`src/rtl/parity_scan_ctrl_if.sv`:
```
// Bus bundle for the parity scan controller:
// scan request/results and the store read path.
interface parity_scan_ctrl_if #(
  parameter int ADDR_W = 4,
  parameter int DATA_W = 8
);
  logic              start;
  logic [ADDR_W-1:0] start_addr;
  logic [ADDR_W-1:0] end_addr;
  logic [ADDR_W-1:0] mem_addr;
  logic              mem_en;
  logic [DATA_W-1:0] mem_data;
  logic              mem_parity;
  logic              busy;
  logic              done;
  logic [ADDR_W:0]   err_count;
  logic              first_err_valid;
  logic [ADDR_W-1:0] first_err_addr;

  modport slave (
    input  start, start_addr, end_addr,
    input  mem_data, mem_parity,
    output mem_addr, mem_en, busy, done,
    output err_count, first_err_valid,
    output first_err_addr
  );

  modport master (
    output start, start_addr, end_addr,
    output mem_data, mem_parity,
    input  mem_addr, mem_en, busy, done,
    input  err_count, first_err_valid,
    input  first_err_addr
  );
endinterface

```
`src/rtl/parity_scan_ctrl.sv`:
```
// Walks an address range of the parity store, one entry per cycle,
// counting parity errors. Option macro: PARITY_SCAN_STOP_ON_ERR_EN.
module parity_scan_ctrl #(
  parameter int ADDR_W = 4,
  parameter int DATA_W = 8
) (
  input logic clk,
  input logic reset,
  parity_scan_ctrl_if.slave bus
);

`ifdef PARITY_SCAN_STOP_ON_ERR_EN
  localparam bit STOP_ON_ERR = 1'b1;
`else
  localparam bit STOP_ON_ERR = 1'b0;
`endif

  localparam logic [ADDR_W:0] ERR_MAX =
    {1'b1, {ADDR_W{1'b0}}};

  typedef enum logic [1:0] {
    S_IDLE,
    S_SCAN,
    S_DONE
  } state_t;

  state_t            r_state;
  state_t            w_next;
  logic [ADDR_W-1:0] r_addr;
  logic [ADDR_W-1:0] r_end_addr;
  logic [ADDR_W:0]   r_err_count;
  logic              r_first_valid;
  logic [ADDR_W-1:0] r_first_addr;

  logic [DATA_W-1:0] w_data;
  logic              w_mismatch;
  logic              w_at_end;
  logic              w_accept;
  logic              w_busy;
  logic              w_done;

  assign w_data     = bus.mem_data;
  assign w_mismatch = (^w_data) != bus.mem_parity;
  assign w_at_end   = r_addr == r_end_addr;
  assign w_accept   = (r_state == S_IDLE)
                    && bus.start;

  // State register
  always_ff @(posedge clk or negedge reset) begin
    if (!reset) r_state <= S_IDLE;
    else        r_state <= w_next;
  end

  // Next state and state-decoded outputs
  always_comb begin
    w_next = r_state;
    w_busy = 1'b0;
    w_done = 1'b0;
    unique case (r_state)
      S_IDLE: begin
        if (bus.start) w_next = S_SCAN;
      end
      S_SCAN: begin
        w_busy = 1'b1;
        if (w_at_end ||
            (STOP_ON_ERR && w_mismatch))
          w_next = S_DONE;
      end
      S_DONE: begin
        w_done = 1'b1;
        w_next = S_IDLE;
      end
      default: w_next = S_IDLE;
    endcase
  end

  // Address walk, range latch and error bookkeeping
  always_ff @(posedge clk or negedge reset) begin
    if (!reset) begin
      r_addr        <= '0;
      r_end_addr    <= '0;
      r_err_count   <= '0;
      r_first_valid <= 1'b0;
      r_first_addr  <= '0;
    end else if (w_accept) begin
      r_addr        <= bus.start_addr;
      r_end_addr    <= bus.end_addr;
      r_err_count   <= '0;
      r_first_valid <= 1'b0;
      r_first_addr  <= '0;
    end else if (r_state == S_SCAN) begin
      if (w_mismatch) begin
        if (r_err_count != ERR_MAX)
          r_err_count <= r_err_count + 1'b1;
        if (!r_first_valid) begin
          r_first_valid <= 1'b1;
          r_first_addr  <= r_addr;
        end
      end
      if (w_next == S_SCAN)
        r_addr <= r_addr + 1'b1;
    end
  end

  assign bus.mem_addr        = r_addr;
  assign bus.mem_en          = w_busy;
  assign bus.busy            = w_busy;
  assign bus.done            = w_done;
  assign bus.err_count       = r_err_count;
  assign bus.first_err_valid = r_first_valid;
  assign bus.first_err_addr  = r_first_addr;

endmodule

```
`src/flat_wrapper.sv`:
```
// flat-port wrapper written by rule: the top's interface ports become plain ports
module parity_scan_ctrl_flat 
#(
  parameter int ADDR_W = 4,
  parameter int DATA_W = 8
)
  (clk, reset, bus_start, bus_start_addr, bus_end_addr, bus_mem_data, bus_mem_parity, bus_mem_addr, bus_mem_en, bus_busy, bus_done, bus_err_count, bus_first_err_valid, bus_first_err_addr);
  parity_scan_ctrl_if #(.ADDR_W(ADDR_W), .DATA_W(DATA_W)) bus_i ();
  input logic clk;
  input logic reset;
  input wire logic [$bits(bus_i.start)-1:0] bus_start;
  input wire logic [$bits(bus_i.start_addr)-1:0] bus_start_addr;
  input wire logic [$bits(bus_i.end_addr)-1:0] bus_end_addr;
  input wire logic [$bits(bus_i.mem_data)-1:0] bus_mem_data;
  input wire logic [$bits(bus_i.mem_parity)-1:0] bus_mem_parity;
  output wire logic [$bits(bus_i.mem_addr)-1:0] bus_mem_addr;
  output wire logic [$bits(bus_i.mem_en)-1:0] bus_mem_en;
  output wire logic [$bits(bus_i.busy)-1:0] bus_busy;
  output wire logic [$bits(bus_i.done)-1:0] bus_done;
  output wire logic [$bits(bus_i.err_count)-1:0] bus_err_count;
  output wire logic [$bits(bus_i.first_err_valid)-1:0] bus_first_err_valid;
  output wire logic [$bits(bus_i.first_err_addr)-1:0] bus_first_err_addr;
  assign bus_i.start = bus_start;
  assign bus_i.start_addr = bus_start_addr;
  assign bus_i.end_addr = bus_end_addr;
  assign bus_i.mem_data = bus_mem_data;
  assign bus_i.mem_parity = bus_mem_parity;
  assign bus_mem_addr = bus_i.mem_addr;
  assign bus_mem_en = bus_i.mem_en;
  assign bus_busy = bus_i.busy;
  assign bus_done = bus_i.done;
  assign bus_err_count = bus_i.err_count;
  assign bus_first_err_valid = bus_i.first_err_valid;
  assign bus_first_err_addr = bus_i.first_err_addr;
  parity_scan_ctrl #(.ADDR_W(ADDR_W), .DATA_W(DATA_W)) u_core (.clk(clk), .reset(reset), .bus(bus_i));
endmodule
```
`config.mk`:
```
export PLATFORM = sky130hd
export DESIGN_NAME = parity_scan_ctrl_flat
export DESIGN_NICKNAME = d
export VERILOG_FILES = /design/src/rtl/parity_scan_ctrl_if.sv /design/src/rtl/parity_scan_ctrl.sv /design/src/flat_wrapper.sv
export SDC_FILE = /design/constraint.sdc
export NUM_CORES = 1
export LEC_CHECK = 0
export ABC_AREA = 1
export ABC_CLOCK_PERIOD_IN_PS = 1200
export CORE_MARGIN = 5
export CORE_UTILIZATION = 40
export CTS_CLUSTER_SIZE = 28
export DETAILED_ROUTE_END_ITERATION = 12
export PLACE_DENSITY_LB_ADDON = 0.1
export SYNTH_ARGS = -nofsm -noshare
export SYNTH_HDL_FRONTEND = slang
export SYNTH_SLANG_ARGS = --single-unit
```
`constraint.sdc`:
```
create_clock -name clk -period 1.2 [get_ports clk]
set_input_delay 0.24 -clock clk [delete_from_list [all_inputs] [get_ports clk]]
set_output_delay 0.24 -clock clk [all_outputs]
set_load 0.02 [all_outputs]
```
==> metrics.txt, run 1 <==
post-synth cell types 27; Pleak 1.036 nW; die area 4406 µm²; wire per inst 12.52 µm; f_max 0.7347 GHz; max cap viols 0; Max VDD drop 1.015 mV; row cnt 20; vias per cell 4.697; DPL Wire Length 2429 µm; worst hold path type input pin to async pin; global-route wire length before repair 5713 µm; number of port buffers 36; Max Transition Viols Final 0; clock slew at reported path FFs 0.13 ns; setup violators final 22; top post-synthesis cells by area dfrtp_1, nand2_1, xnor2_1, nand4_1, nor2_1; failing checks setup timing; ratio of cells with drive above 1 in the final layout 36.96%; Worst Path Max Fanout 14; YS warnings 0; RSZ-0062 raised after global routing yes; power per cell area 2717 nW/µm²; Tcrit/Tclk final 113.4%; vias in the first global route 1346; crit path capture type register; post-synthesis cell area 1271 µm²; CP arrival 1.57 ns; Multi-input gate area 749.5 µm²; post-layout min period 1.361 ns; drt drc 0; initial antenna violation count 0; Syn Nets 184; Avg Inst Size Synth 7.896 µm²; design area 2008 µm²; Post-synth EDFFs 0; Via Count 1287; nets 254; CTS Buf Count 3; WS Path Type register to register; Final Wtd Congestion 0.8045; Pwr Total 5.456 mW; Worst Skew 0.01271 ns; final setup margin -0.1612 ns; n_diodes 0; DP Worst Slack -0.6640 ns; all-layer global routing usage 17.00%; # fillers 275; post-synth top area share 39.37%; Yosys top cell by area dfrtp_1; Clk Latency, worst-skew pair 0.32 ns; sequential-to-total area share from yosys stat 39.37%; CTS Sinks 20; Slew @ Worst Pin 0.2751 ns; DP Area 1824 µm²; DR pass1 iterations 4; FF+latch area 503.0 µm²; type of origin of the critical path register; Synth Register Bits 20; Die W 66.38 µm; die height 66.38 µm; TritonCTS clock tree done; grt total ovfl 0; Async SR Flop Fraction 100.0%; CTS Buffer Depth 2; Synth Instances 161; Final Hold Vio Count 0; # IOs 37; root buf cell clkbuf_4; starting density of the core 41.64%; DRT Wirelength 3430 µm; Slew headroom 81.66%; largest net degree at the start of global routing 21; Core ar. 3053 µm²; status complete, but fails checks; area grow syn2layout 57.97%; Primary FF master, synth dfrtp_1; post-route ant nets 0; Crit path required time 1.40 ns; H-tree levels 1; initial DRC count 64; WHS 0.2417 ns
[cells in the final DEF (no fill, tap or decap), types with 10 or more instances in the layout]
cell             count
buf_4               25
nand4_1             11
buf_6               12
clkdlybuf4s50_1     10
nor2_1              15
buf_2               12
nand2_1             44
dfrtp_1             18
inv_1               13
[report_power, final]
| part | internal, mW | switching [mW] |
|---|---|---|
| clock | 0.338 | 0.232 |
| combinational | 1.71 | 1.93 |
| sequential | 0.997 | 0.243 |
[layer usage]
metal,up-vias,part of all wire [%],global-route usage (%)
li1,650,-,-
met1,592,40,17.99
met2,38,53,32.34
met3,7,4.1,2.211
met4,0,2.6,8.376
met5,-,0,0
[flip-flops by register name, summed over array words and instances (netlist names)]
| name | count |
|---|---|
| u_core.bus.err_count | 5 |
| u_core.bus.first_err_addr | 4 |
| u_core.bus.first_err_valid | 1 |
| u_core.bus.mem_addr | 4 |
| u_core.r_end_addr | 4 |
| u_core.r_state | 2 |
[synthesized netlist by cell type (2+ instances only)]
cell type / n
buf_6: 2
dfrtp_1: 20
ha_1: 3
inv_1: 14
inv_2: 2
nand2_1: 49
nand2_2: 5
nand2_4: 2
nand3_1: 6
nand3_2: 2
nand4_1: 11
nor2_1: 18
o21ai_0: 4
xnor2_1: 9
xor2_1: 2
[stage by stage]
step,instances,utilization [%],setup TNS [ns]
detailed placement,259,59.75,-8.904
finish,274,65.78,-2.279
floorplan,161,-,-0.6990
global placement,259,59.75,-8.148
CTS,270,63.28,-1.730
global route,274,65.78,-4.032
[worst paths after layout]
| check | startpoint | to | slack (ns) | cells after the start |
|---|---|---|---|---|
| setup / recovery | u_core.r_state[1] | u_core.bus.mem_addr[1] | -0.16 | 9 |
| hold / removal | reset | u_core.bus.mem_addr[0] | 0.24 | 2 |
| setup reg to reg | u_core.r_state[1] | u_core.bus.mem_addr[1] | -0.16 | 9 |
| hold reg to reg | u_core.bus.first_err_addr[3] | u_core.bus.first_err_addr[3] | 0.48 | 2 |
| max in group asynchronous | reset | u_core.bus.mem_addr[1] | 0.72 | 2 |
| min in group clk | bus_end_addr[2] | u_core.r_end_addr[2] | 0.45 | 3 |
[worst max-delay path: stages (launching register included)]
cell and delay (ns):
dfrtp_1 0.36, inv_2 0.05, buf_6 0.11, nand2_4 0.05, nor2_4 0.04, buf_4 0.13, buf_12 0.14, or2_4 0.22
o211ai_1 0.08, o21ai_1 0.08
[cell type report]
type / instances / share of cell area (%)
Multi-Input combinational cell: 120 / 37.32
Timing Repair Buffer: 69 / 28.97
Sequential cell: 20 / 25.05
Inverter: 17 / 3.302
Tap cell: 44 / 2.741
Clock inverter: 1 / 1.495
Clock buffer: 3 / 1.121
[cell families after synthesis]
logic type,share of synthesized area (%)
DFF,39.37
xor gates and xnor gates,7.579
adders and majority gates,2.953
buffers and inverters,8.563
AOI/OAI and AO/OA,3.249
and+or+nand+nor,38.29
[timing repair]
action | in CTS | in global routing
cloned | 1 | 0
pin swaps | 11 | 1
hold buffers | 0 | 0
endpoints found under the setup margin | 32 | 26
resized for setup | 101 | 12
buffers inserted | 6 | 5
(Power assumes the default switching activity.)
==> run 2, diff against run 1 <==
--- a/config.mk
+++ b/config.mk
@@ -12,6 +12,7 @@
 export CTS_CLUSTER_SIZE = 28
 export DETAILED_ROUTE_END_ITERATION = 12
 export PLACE_DENSITY_LB_ADDON = 0.1
+export SETUP_SLACK_MARGIN = 0.3
 export SYNTH_ARGS = -nofsm -noshare
 export SYNTH_HDL_FRONTEND = slang
 export SYNTH_SLANG_ARGS = --single-unit
==> metrics.txt, run 2 (synthesis gave the netlist of run 1 again) <==
Clk pwr share 5.6%; Crit path required time 1.39 ns; area grow syn2layout 68.31%; RR Endpoint u_core.bus.err_count[2]; FF-to-FF Start u_core.r_state[0]; grt total ovfl 0; # fillers 239; DRT Wirelength 3347 µm; Reg2Reg Depth 8; n_diodes 0; Pint 3.271 mW; failing checks setup timing; Comb pwr share 72.1%; clock slew at reported path FFs 0.11 ns; initial antenna violation count 0; Worst Skew 0.003972 ns; CTS Sinks 20; Slew @ Worst Pin 0.2717 ns; die area 4406 µm²; CTS Buffer Depth 2; type of origin of the critical path register; # hold bufs at CTS 0; CTS Buf Count 3; setup violators final 26; DP Cell Count 256; global-route wire length before repair 5457 µm; power per cell area 2728 nW/µm²; f_max 0.7380 GHz; max cap viols 0; Worst Path Max Fanout 6; Core ar. 3053 µm²; # IOs 37; Tcrit/Tclk final 112.9%; vias per cell 4.702; starting density of the core 41.64%; Via Count 1293; number of port buffers 36; Flop pwr share 22.3%; post-route insts no fill 275; ratio of cells with drive above 1 in the final layout 44.59%; post-layout min period 1.355 ns; wire per inst 12.17 µm; Switching Fraction 43.95%; status complete, but fails checks; Setup TNS Final -2.183 ns; vias in the first global route 1244; WS Path Type register to register; drt drc 0; nets 255; crit path capture type register; die height 66.38 µm; most frequent cells in the layout nand2_1, buf_6, nand2_2, buf_4, dfrtp_1; Max VDD drop 1.022 mV; Final Hold Vio Count 0; H-tree levels 1; initial DRC count 57; DP Area 1804 µm²; final setup margin -0.1551 ns; root buf cell clkbuf_4; largest net degree at the start of global routing 21; DR pass1 iterations 4; RSZ-0062 raised after global routing yes; Max Transition Viols Final 0; CP arrival 1.55 ns; worst hold path type input pin to async pin; Die W 66.38 µm; DPL Wire Length 2304 µm; Pleak 1.068 nW; Final Wtd Congestion 0.7901; all-layer global routing usage 16.05%; Slew headroom 81.89%; commonest non-fill, non-tap cell in the layout nand2_1; post-route ant nets 0; Largest register FFs 5; TritonCTS clock tree done; row cnt 20; design area 2140 µm²; WHS 0.2731 ns; Clk Latency, worst-skew pair 0.29 ns; reg2reg setup slack -0.16 ns; Psw 2.565 mW
==> run 2: cell count changes in the layout (fill, tap and decap cells not counted), moves of 2 or more <==
cell and change:
dfrtp_1 -2, o21ai_1 +2, buf_2 -12, nand3_1 -2, o21ai_0 -2, dfrtp_2 +2
buf_6 +16, nand2_1 -13, nand3_2 +2, buf_4 -4, nand2_2 +13
==> run 2: layout make-up <==
cell class                 count  area [µm²]  area share [%]
inverter                      17       66.31           3.099
tap                           44       55.05           2.573
multi-input combinational    120       799.5           37.37
timing repair buffer          70       686.9           32.11
sequential                    20       505.5           23.63
clock buffer                   4       26.28           1.228
==> run 2: through the flow <==
step	power [mW]	setup slack, ns	util [%]
2_1_floorplan	3.217	-0.07113	-
3_3_place_gp	4.373	-0.5575	59.10
3_5_place_dp	4.441	-0.6185	59.10
4_1_cts	5.472	-0.1125	66.80
5_1_grt	6.262	-0.2474	70.08
6_report	5.836	-0.1551	70.08
==> run 2: what timing repair did <==
item	4_1_cts	5_1_grt
setup buffers	9	5
pin swaps	15	13
setup endpoints to repair	37	37
resized for setup	140	19
gates cloned	1	0
==> run 2: per-layer routing <==
| metal | vias to the layer above | GRT usage [%] | part of all wire, % |
|---|---|---|---|
| li1 | 655 | - | - |
| met1 | 608 | 18.22 | 38 |
| met2 | 28 | 30.11 | 57 |
| met3 | 2 | 2.891 | 4.3 |
| met4 | 0 | 4.569 | 1.0 |
| met5 | - | 0 | 0 |
==> run 2: worst max-delay path by stage <==
stage          cells after the start              startpoint                       to  slack [ns]
6_report                           8       u_core.r_state[0]  u_core.bus.err_count[2]       -0.16
4_1_cts                            8       u_core.r_state[0]  u_core.bus.err_count[4]       -0.11
3_3_place_gp                      12         bus_mem_data[7]  u_core.bus.err_count[4]       -0.56
5_1_grt                            6  u_core.bus.mem_addr[0]   u_core.bus.mem_addr[1]       -0.25
3_5_place_dp                      11         bus_mem_data[7]  u_core.bus.err_count[4]       -0.62
2_1_floorplan                      9       u_core.r_state[1]  u_core.bus.err_count[4]       -0.07
==> run 2: power by group through the flow <==
stage                     sequential, mW  clock [mW]  combinational, mW
after floorplan                     1.55           0               1.67
after global placement              1.25           0               3.12
after detailed placement            1.27           0               3.17
after CTS                           1.28       0.336               3.85
after global routing                1.34       0.368               4.55
final                               1.30       0.328               4.21
==> run 2: critical path, stage by stage (launching register included) <==
cell and delay (ns):
dfrtp_1 0.44, buf_6 0.14, nor2_4 0.12, inv_4 0.08, buf_6 0.12, nand4_4 0.09
nand3_4 0.13, nand2_2 0.09, nand2_2 0.04
==> run 3, diff against run 2 <==
--- a/config.mk
+++ b/config.mk
@@ -6,7 +6,7 @@
 export NUM_CORES = 1
 export LEC_CHECK = 0
 export ABC_AREA = 1
-export ABC_CLOCK_PERIOD_IN_PS = 1200
+export ABC_CLOCK_PERIOD_IN_PS = 1450
 export CORE_MARGIN = 5
 export CORE_UTILIZATION = 40
 export CTS_CLUSTER_SIZE = 28
==> constraint.sdc (replaced) <==
create_clock -name clk -period 1.45 [get_ports clk]
set_input_delay 0.29 -clock clk [delete_from_list [all_inputs] [get_ports clk]]
set_output_delay 0.29 -clock clk [all_outputs]
set_load 0.02 [all_outputs]
==> metrics.txt, run 3 (synthesis gave the netlist of run 1 again) <==
Core ar. 3053 µm²; most frequent cells in the layout nand2_1, buf_6, buf_4, nand2_2; Slew headroom 83.05%; # hold bufs at CTS 0; FF+latch area 506.7 µm²; all-layer global routing usage 16.73%; largest net degree at the start of global routing 21; Setup TNS Final 0 ns; Reg2Reg Depth 10; initial antenna violation count 0; power per cell area 2285 nW/µm²; Via Count 1323; Slew @ Worst Pin 0.2520 ns; RR Endpoint u_core.bus.err_count[2]; area grow syn2layout 73.92%; Tcrit/Tclk final 96.00%; ratio of cells with drive above 1 in the final layout 46.58%; reg2reg setup slack 0.06 ns; TritonCTS clock tree done; DRT Wirelength 3465 µm; H-tree levels 1; Max VDD drop 0.8301 mV; root buf cell clkbuf_4; row cnt 20; max cap viols 0; CTS Buffer Depth 2; commonest non-fill, non-tap cell in the layout nand2_1; status finished clean; Multi-input gate area 817.0 µm²; Worst Skew 0.009391 ns; worst hold path type input pin to async pin; Crit path required time 1.72 ns; Worst setup endpoint u_core.bus.err_count[2]; f_max 0.7184 GHz; initial DRC count 44; setup violators final 0; DPL Wire Length 2243 µm; crit path launch u_core.r_state[1]; Final Wtd Congestion 0.7664; FF-to-FF Start u_core.r_state[1]; CP arrival 1.66 ns; RSZ-0062 raised after global routing yes; Pleak 1.095 nW; type of origin of the critical path register; DP Area 1767 µm²; starting density of the core 41.64%; # IOs 37; number of port buffers 36; Final Hold Vio Count 0; drt drc 0; DR pass1 iterations 4; grt total ovfl 0; Clk Latency, worst-skew pair 0.32 ns; # fillers 240; Largest register FFs 5; WS Path Type register to register; die area 4406 µm²; design area 2211 µm²; post-layout min period 1.392 ns; Die W 66.38 µm; Max Transition Viols Final 0; Worst Path Max Fanout 5; Final Util 72.42%; wire per inst 12.46 µm; global-route wire length before repair 5733 µm; die height 66.38 µm; clock slew at reported path FFs 0.13 ns; post-route ant nets 0; DP Cell Count 251; CTS Buf Count 3; crit path capture type register; CTS Sinks 20; vias in the first global route 1306; n_diodes 0; nets 258; vias per cell 4.759; post-route insts no fill 278
==> run 3: cell type report <==
class                      count  area share [%]
multi-input combinational    120           36.96
timing repair buffer          73           32.26
sequential                    20           22.92
inverter                      17           2.999
tap                           44           2.490
clock inverter                 1           1.358
clock buffer                   3           1.019
==> run 3: critical path: stages (launching register included) <==
cell and delay [ns]:
dfrtp_1 0.39, inv_2 0.08, buf_6 0.10, nand2_4 0.04, nor2_4 0.15, inv_4 0.08, buf_6 0.12, nand4_4 0.09
buf_4 0.13, nand4_1 0.10, nand2_2 0.07
==> run 3: where the power goes <==
part | switching (mW) | total [mW] | internal [mW]
registers | 0.272 | 1.11 | 0.833
clock network | 0.192 | 0.472 | 0.280
logic | 1.68 | 3.47 | 1.80
==> run 3: layer usage <==
metal  GRT usage (%)  vias up  wire, µm
li1                -      662         -
met1           19.06      625      1303
met2           31.60       32      1949
met3           2.551        4       176
met4           4.822        0        36
met5               0        -         0
==> run 3: stage by stage <==
step                      total power, mW  hold slack (ns)  worst slack (ns)
final                               5.052           0.2901           0.05807
after global routing                5.445           0.3077          -0.02707
after CTS                           4.599           0.2978           0.09494
after detailed placement            3.562           0.4667           -0.4126
after global placement              3.509           0.4597           -0.3567
after floorplan                     2.637        -0.005591            0.1789
==> run 3: what timing repair did <==
action / CTS / global route
pin swaps: 10 / 12
endpoints found under the hold margin: 0 / 0
resized for setup: 132 / 28
setup buffers: 11 / 11
cloned: 1 / 0
endpoints found under the setup margin: 36 / 37
==> run 3: how the worst min path moves through the flow <==
stage / slack [ns] / end
3_3_place_gp: 0.46 / u_core.bus.first_err_addr[0]
5_1_grt: 0.31 / u_core.bus.mem_addr[2]
6_report: 0.29 / u_core.bus.mem_addr[2]
4_1_cts: 0.30 / u_core.bus.first_err_addr[3]
3_5_place_dp: 0.47 / u_core.bus.first_err_addr[2]
2_1_floorplan: -0.006 / u_core.bus.err_count[0]
